===== config.mk =====
export PLATFORM = sky130hd
export DESIGN_NAME = lods_sched_12
export DESIGN_NICKNAME = d
export VERILOG_FILES = /design/src/rtl/lods_sched_pkg.sv /design/src/rtl/lods_sched_12_lods.sv /design/src/rtl/lods_sched_12.sv
export SDC_FILE = /design/constraint.sdc
export NUM_CORES = 1
export LEC_CHECK = 0
export ABC_AREA = 1
export CAP_MARGIN = 40
export CORE_MARGIN = 2
export CORE_UTILIZATION = 48
export CTS_BUF_LIST = sky130_fd_sc_hd__clkbuf_4 sky130_fd_sc_hd__clkbuf_8
export CTS_CLUSTER_DIAMETER = 120
export DETAILED_ROUTE_END_ITERATION = 10
export DONT_BUFFER_PORTS = 1
export PLACE_DENSITY = 0.59
export SLEW_MARGIN = 40
export SYNTH_ARGS = -nofsm -noshare
export SYNTH_HDL_FRONTEND = slang
export SYNTH_SLANG_ARGS = --single-unit

===== constraint.sdc =====
create_clock -name clk -period 2.2 [get_ports clk]
set_clock_uncertainty 0.1 [all_clocks]
set_input_delay 0.44 -clock clk [delete_from_list [all_inputs] [get_ports clk]]
set_output_delay 0.44 -clock clk [all_outputs]
set_load 0.02 [all_outputs]

===== src/rtl/lods_sched_pkg.sv =====
// Shared types and helpers for the 12-requester grant scheduler.
// Holds the FSM encoding, request vector type and one-hot/mask helpers.
package lods_sched_pkg;

  localparam int N_REQ = 12;
  localparam int IDX_W = 4;

  typedef enum logic [1:0] {
    S_IDLE  = 2'b00,
    S_GRANT = 2'b01,
    S_BUSY  = 2'b10
  } state_t;

  typedef logic [N_REQ-1:0] req_vec_t;

  function automatic req_vec_t idx_to_onehot(input logic [IDX_W-1:0] idx);
    return {{(N_REQ-1){1'b0}}, 1'b1} << idx;
  endfunction

  // Bits strictly below idx; idx=0 yields an empty mask.
  function automatic req_vec_t below_mask(input logic [IDX_W-1:0] idx);
    return idx_to_onehot(idx) - {{(N_REQ-1){1'b0}}, 1'b1};
  endfunction

endpackage


===== src/rtl/lods_sched_12_lods.sv =====
// 12-bit leading-one detector: o_c is the index of the highest set bit,
// o_v flags that any bit is set.
module lods_12
  import lods_sched_pkg::*;
(
  input  logic [N_REQ-1:0] i_vec,
  output logic [IDX_W-1:0] o_c,
  output logic             o_v
);

  assign o_v = |i_vec;

  // Ascending scan so the highest set bit is the last one written.
  always_comb begin
    o_c = {IDX_W{1'b0}};
    for (int i = 0; i < N_REQ; i++) begin
      o_c = i_vec[i] ? IDX_W'(i) : o_c;
    end
  end

endmodule


===== src/rtl/lods_sched_12.sv =====
// Grant scheduler: 12 requesters, one shared resource, IDLE->GRANT->BUSY->IDLE.
// Define LODS_SCHED_RR_EN for round-robin arbitration; default is fixed priority (bit 11 highest).
module lods_sched_12
  import lods_sched_pkg::*;
#(
  parameter int TIMEOUT_CYC = 255
) (
  input  logic              clk,
  input  logic              rst_n,
  input  logic [N_REQ-1:0]  req,
  input  logic              gnt_ready,
  input  logic              done,
  output logic              gnt_valid,
  output logic [IDX_W-1:0]  gnt_idx,
  output logic [N_REQ-1:0]  gnt_onehot,
  output logic              busy,
  output logic              timeout
);

  localparam bit         TMO_EN   = (TIMEOUT_CYC != 0);
  localparam logic [7:0] TMO_LAST = 8'(TIMEOUT_CYC - 1);

  state_t           r_state;
  state_t           w_state_nxt;
  logic [IDX_W-1:0] r_gnt_idx;
  logic [IDX_W-1:0] w_idx_nxt;
  logic [IDX_W-1:0] w_lod_idx;
  logic             w_lod_any;
  req_vec_t         w_req_eff;
  logic [7:0]       r_cnt;
  logic [7:0]       w_cnt_nxt;
  logic             w_tmo_nxt;
  logic             r_gnt_valid;
  logic             r_busy;
  logic             r_timeout;
  req_vec_t         r_onehot;

`ifdef LODS_SCHED_RR_EN
  logic [IDX_W-1:0] r_ptr;
  req_vec_t         w_req_masked;

  // Prefer requesters below the last owner; wrap to the full vector when none.
  always_comb begin
    w_req_masked = req & below_mask(r_ptr);
    if (|w_req_masked) begin
      w_req_eff = w_req_masked;
    end else begin
      w_req_eff = req;
    end
  end

  // Pointer follows the owner at the moment the grant is accepted.
  always_ff @(posedge clk or negedge rst_n) begin
    if (!rst_n) begin
      r_ptr <= {IDX_W{1'b0}};
    end else if (r_state == S_GRANT && gnt_ready) begin
      r_ptr <= r_gnt_idx;
    end
  end
`else
  assign w_req_eff = req;
`endif

  lods_12 u_lods (
    .i_vec (w_req_eff),
    .o_c   (w_lod_idx),
    .o_v   (w_lod_any)
  );

  // Next-state, winner latch, hold counter and forced-release decision.
  always_comb begin
    w_state_nxt = r_state;
    w_idx_nxt   = r_gnt_idx;
    w_cnt_nxt   = r_cnt;
    w_tmo_nxt   = 1'b0;
    case (r_state)
      S_IDLE: begin
        if (w_lod_any) begin
          w_state_nxt = S_GRANT;
          w_idx_nxt   = w_lod_idx;
        end else begin
          w_state_nxt = S_IDLE;
        end
      end
      S_GRANT: begin
        if (gnt_ready) begin
          w_state_nxt = S_BUSY;
          w_cnt_nxt   = 8'd0;
        end else begin
          w_state_nxt = S_GRANT;
        end
      end
      S_BUSY: begin
        if (done) begin
          w_state_nxt = S_IDLE;
        end else if (TMO_EN && (r_cnt == TMO_LAST)) begin
          w_state_nxt = S_IDLE;
          w_tmo_nxt   = 1'b1;
        end else begin
          w_state_nxt = S_BUSY;
          w_cnt_nxt   = (r_cnt != 8'hFF) ? (r_cnt + 8'd1) : r_cnt;
        end
      end
      default: begin
        w_state_nxt = S_IDLE;
        w_idx_nxt   = {IDX_W{1'b0}};
      end
    endcase
  end

  // State and registered outputs, all derived from the next state.
  always_ff @(posedge clk or negedge rst_n) begin
    if (!rst_n) begin
      r_state     <= S_IDLE;
      r_gnt_idx   <= {IDX_W{1'b0}};
      r_cnt       <= 8'd0;
      r_gnt_valid <= 1'b0;
      r_busy      <= 1'b0;
      r_timeout   <= 1'b0;
      r_onehot    <= {N_REQ{1'b0}};
    end else begin
      r_state     <= w_state_nxt;
      r_gnt_idx   <= w_idx_nxt;
      r_cnt       <= w_cnt_nxt;
      r_gnt_valid <= (w_state_nxt == S_GRANT);
      r_busy      <= (w_state_nxt == S_BUSY);
      r_timeout   <= w_tmo_nxt;
      r_onehot    <= (w_state_nxt == S_GRANT || w_state_nxt == S_BUSY) ?
                     idx_to_onehot(w_idx_nxt) : {N_REQ{1'b0}};
    end
  end

  assign gnt_valid  = r_gnt_valid;
  assign gnt_idx    = r_gnt_idx;
  assign gnt_onehot = r_onehot;
  assign busy       = r_busy;
  assign timeout    = r_timeout;

endmodule


; ---- After elaboration in Yosys (flattened, before gate mapping)
; Cells that the tools add are included.
[word_totals]
regBits = 29
inputBits = 16
out_inout_bits = 19
elab_cells = 52
[classes]
addsub = 1
n_eq_ne = 10
shifts = 1
n_mux = 27
reduce_logical = 6
[op_table]
columns = op, count
row1 = 4-bit two-way mux, 11
row2 = 8-bit two-way mux, 4
row3 = 8-bit case mux with 2 select lines, 1
row4 = 12-bit two-way mux, 1
row5 = 12-bit OR reduction, 1
row6 = "1-bit by 4-bit << shifter with 12-bit output, first input constant", 1
row7 = "8-bit by 1-bit adder with 8-bit output, second input constant", 1
row8 = "8-bit == test, second input constant", 1
row9 = "2-bit != test, second input constant", 4
row10 = "8-bit != test, second input constant", 1
row11 = 4-bit case mux with 2 select lines, 1
row12 = 2-bit two-way mux, 3
row13 = 2-bit case mux with 3 select lines, 1
row14 = 1-bit two-way mux, 5
row15 = 5-bit AND reduction, 1
row16 = "2-bit by 1-bit == test with 1-bit output, second input constant", 2
row17 = "2-bit == test, second input constant", 2
row18 = 2-bit zero test, 1
row19 = 2-bit nonzero test, 1
row20 = 2-bit OR reduction, 1
row21 = 1-bit logical OR, 1

; ---- Depth between registers and ports, before layout
[logic_depth]
word_depth = 15
depth_mapped = 16
mapped_depth_nobuf = 16

; ---- By module
; From an unflattened synthesis, not the netlist that was laid out.
[unflattened]
cells_unflattened = 205
hier_area_um2 = 1562.7
[modules_own_cells]
columns = module, n_inst, cells_each, area_each_um2, seq_area_each_um2
row1 = lods_sched_12, 1, 174, 1433.9, 725.7
row2 = lods_12, 1, 31, 128.9, 0.0

; ---- Worst setup path before layout
; OpenSTA, ideal clock, no wires.
[synth_path]
path_kind = register to register
from = reg r_state[0]
to = reg r_onehot[7], in the netlist gnt_onehot[7]
setup_time_ps = 80
arrival_ps = 1743
required_time_ps = 2020
setup_slack_ps = 277
path_stages_with_launch = 11
n_path_buf = 0
period_less_slack_ps = 1923
path_cell_list = dfrtp_1 > inv_1 > ha_1 > inv_1 > nor2_1 > nand2_1 > a21oi_1 > ha_1 > nor2_2 > nand2_4 > nor3_2
[synth_via]
elab_chain_cells = 5
word_cells_on_any_way = 11
classes_between = 4 x eq/ne / 1 x shift / 3 x mux / 3 x reduce/logical
[synth_rtl]
columns = item, line_no
row1 = from (decl), lods_sched_12.sv:23  ; state_t r_state;
row2 = from (signal assigned), lods_sched_12.sv:122  ; r_state <= w_state_nxt;
row3 = "2-bit == test, or another cell as far along", lods_sched_12.sv:76  ; case (r_state)
row4 = 2-bit case mux with 3 select lines (*), lods_sched_12.sv:76
row5 = named net w_state_nxt[1], lods_sched_12.sv:24  ; state_t w_state_nxt;
row6 = 2-bit by 1-bit == test with 1-bit output / 2-bit == test (equally long branches), lods_sched_12.sv:128  ; r_onehot <= (w_state_nxt == S_GRANT || w_state_nxt == S_BUSY) ?
row7 = 1-bit logical OR (*), lods_sched_12.sv:128
row8 = 12-bit two-way mux (*), lods_sched_12.sv:128
row9 = to (signal assigned), lods_sched_12.sv:120  ; r_onehot <= {N_REQ{1'b0}};
row10 = to (signal assigned), lods_sched_12.sv:128
row11 = to (decl), lods_sched_12.sv:36  ; req_vec_t r_onehot;
; The timed path passes the listed nets; every way through them passes the cells marked *.
; A chain may end at the register's enable or synchronous reset.

; ---- Worst setup path after layout
[layout_path]
from = reg r_state[1]
to = reg r_onehot[7], in the netlist gnt_onehot[7]
; Same word-level chain as after synthesis.

==> flow_summary.ini <==
[status]
outcome = finished clean

[critical_path]
crit_start = r_state[1]$_DFF_PN0_
crit_path_end_kind = flop
reg2reg_slack_ps = 210
critPathLaunchType = flop
cp_data_required_time_ps = 2340
crit_fanout = 4
reg2reg_from = r_state[1]$_DFF_PN0_
crit_type = flop to flop
cp.arrival_ps = 2130

[detailed_routing]
ant_nets = 0
dr_total_vias = 1114
wire_per_inst_um = 12.5
drc = 0
dr.pass1.iters = 4
drt_iter0_drc = 37
drt_wl_total_um = 2850
vias_per_cell = 4.89

[timing]
max_slew_margin_pct = 70.1
post-route-period-util_pct = 90.4
drv_slew = 0
worstMarginPinSlew_ps = 447
final_hold_viol_count = 0
setup_viol = 0
rsz0062_at_grt = no
max_freq_mhz = 503
fin_tns_setup_ps = 0
final.min_clock_period_ps = 1990

[synthesis]
synth-compound-area-share_pct = 7.79
synth_edf_count = 0
ys_ff_latch = 29
synthMuxAreaShare_pct = 0
synth.most_common_cell = nand2_1
syn_inst = 174
ys_seq_area_share_pct = 46.6
synth_xor_area_share_pct = 3.37
yosysTopAreaCellShare_pct = 46.6
syn_nets = 198
ys.flop_type = dfrtp_1
yosys-top-cells-count = nand2_1, dfrtp_1, inv_1
ys_top_cells_by_area = dfrtp_1, nand2_1, ha_1, inv_1, nand3_2
synth_top_area_cell = dfrtp_1
ys_types = 28
ys.warnings.count = 0
synth_top_family_by_area = simple AND/OR/NAND/NOR gates
synth-simple-area-share_pct = 28.3
syn-cell-area_um2 = 1560
synth_fa_ha_area_share_pct = 6.43
synth.avg_cell_area_um2 = 8.95
async_flop_share_pct = 100

[clock_network]
clk_pin_slew_ps = 100
htree_levels = 2
numCtsBuffers = 5
cts_tree = done
clockRootBuffer = clkbuf_4
post_cts_buffers = 0
clkLatencyLatePin_ps = 320
clkSinkCount = 29
clk_path_buf_depth = 2

[worst_hold_path]
hp-start = done
hp-class = input port to flop

[floorplan]
pin_count = 35
die_area_um2 = 3720
initial_core_util_pct = 50.6
fp.dieW_um = 61.0
core_um2 = 3080
rows = 20
fp.dieH_um = 61.0

[finish]
drive_gt1_share_pct = 21.2
seqCellArea_um2 = 726
fill_cells = 291
nNetsFinal = 207
syn2layout_area_growth_pct = 13.3
stdcell_count = 228
antenna_cells = 0
fin_util_pct = 57.4
multi_input_area_um2 = 732

[global_route]
grt_overflow = 0
antenna_found_initial = 0
grt_pass1_vias = 1114
grt_pass1_wl_um = 5140
grt_max_degree = 30
grt.total_usage_pct = 19.1

[place]
dp_hpwl_um = 2190
portBuffers = 0
dp.cells = 218
gp_congestion = 0.838

[job]
max_cap_violations = 0

[pwr]
p_leak_uw = 0.000890
internal_power_uw = 1350
p_switching_uw = 1110
p_comb_share_pct = 42.1
p_clk_share_pct = 21.8
power_density_nw_per_um2 = 1390
p_sw_share_pct = 45.0
pwr-share-seq_pct = 36.0
ir_drop_mv = 0.935
[power groups by stage]
stage / registers [uW] / logic [uW] / clock network [uW]
3_3_place_gp: 893 / 949 / 0
6_report: 887 / 1040 / 537
4_1_cts: 888 / 1000 / 549
2_1_floorplan: 871 / 778 / 0
3_5_place_dp: 898 / 973 / 0
5_1_grt: 909 / 1190 / 576
[area by class of cell]
type | instances | area share [%]
Multi-Input combinational cell | 116 | 41.5
Sequential cell | 29 | 41.1
Inverter | 28 | 6.38
Clock inverter | 3 | 3.69
Tap cell | 44 | 3.12
Clock buffer | 5 | 2.13
Timing Repair Buffer | 3 | 2.13
[per-layer routing]
layer | routed length (um) | GRT usage (%) | vias to the layer above
li1 | - | - | 569
met1 | 1320 | 24.9 | 507
met2 | 1340 | 30.0 | 33
met3 | 156 | 6.61 | 5
met4 | 35 | 5.59 | 0
met5 | 0 | 0 | -
[flip-flops by register name, summed over array words and instances, names as in the netlist]
name / count
gnt_onehot: 12
gnt_valid: 1
timeout: 1
r_cnt: 8
r_state: 2
busy: 1
gnt_idx: 4
[metrics by stage]
stage                     worst slack, ps  instance area (um2)  hold WS (ps)  power (uW)
after floorplan                       277                 1560          44.4        1650
after global placement                199                 1620          45.1        1840
after detailed placement              148                 1620          45.0        1870
after CTS                             126                 1750          66.7        2440
after global routing                 14.4                 1770          52.9        2680
final                                 210                 1770          76.5        2460
[what timing repair did]
item,4_1_cts,5_1_grt
gates resized for setup,0,5
hold buffers,2,0
hold endpoints to repair,29,0
setup endpoints to repair,0,8
[worst max-delay path: stages (launching register included)]
cell and delay (ps):
dfrtp_1 430, inv_1 100, ha_1 190, nand2_1 110, a21oi_2 200, inv_1 60
ha_1 340, nor2_4 160, nand2_4 80, nor3_2 140
[cell usage in the layout, fill, tap and decap left out, types with 4 or more instances in the layout]
cell,count
nor3_2,4
nand2_1,39
o21ai_1,5
nand3_1,4
nand2_2,4
nand2_4,4
dfrtp_1,29
nor2_1,13
ha_1,6
xnor2_1,4
nand3_2,5
inv_1,25
clkbuf_4,5
o31ai_1,5
[path summary, 6_finish.rpt]
check | endpoint | cells past startpoint
max | gnt_onehot[7]$_DFF_PN0_ | 9
min | timeout$_DFF_PN0_ | 1
max reg2reg | gnt_onehot[7]$_DFF_PN0_ | 9
min reg2reg | r_cnt[7]$_DFFE_PN0P_ | 2
max in group asynchronous | gnt_onehot[7]$_DFF_PN0_ | 2
min in group asynchronous | r_cnt[5]$_DFFE_PN0P_ | 2
[cells by family (layout without fill, tap and decap cells)]
kind of cell | after synthesis | in the layout
compound gates | 19 | 19
xor+xnor | 6 | 6
fa+ha+maj | 8 | 8
buf+inv | 29 | 39
flops | 29 | 29
simple gates | 83 | 83
No activity file was read; power rests on OpenSTA's default activity.
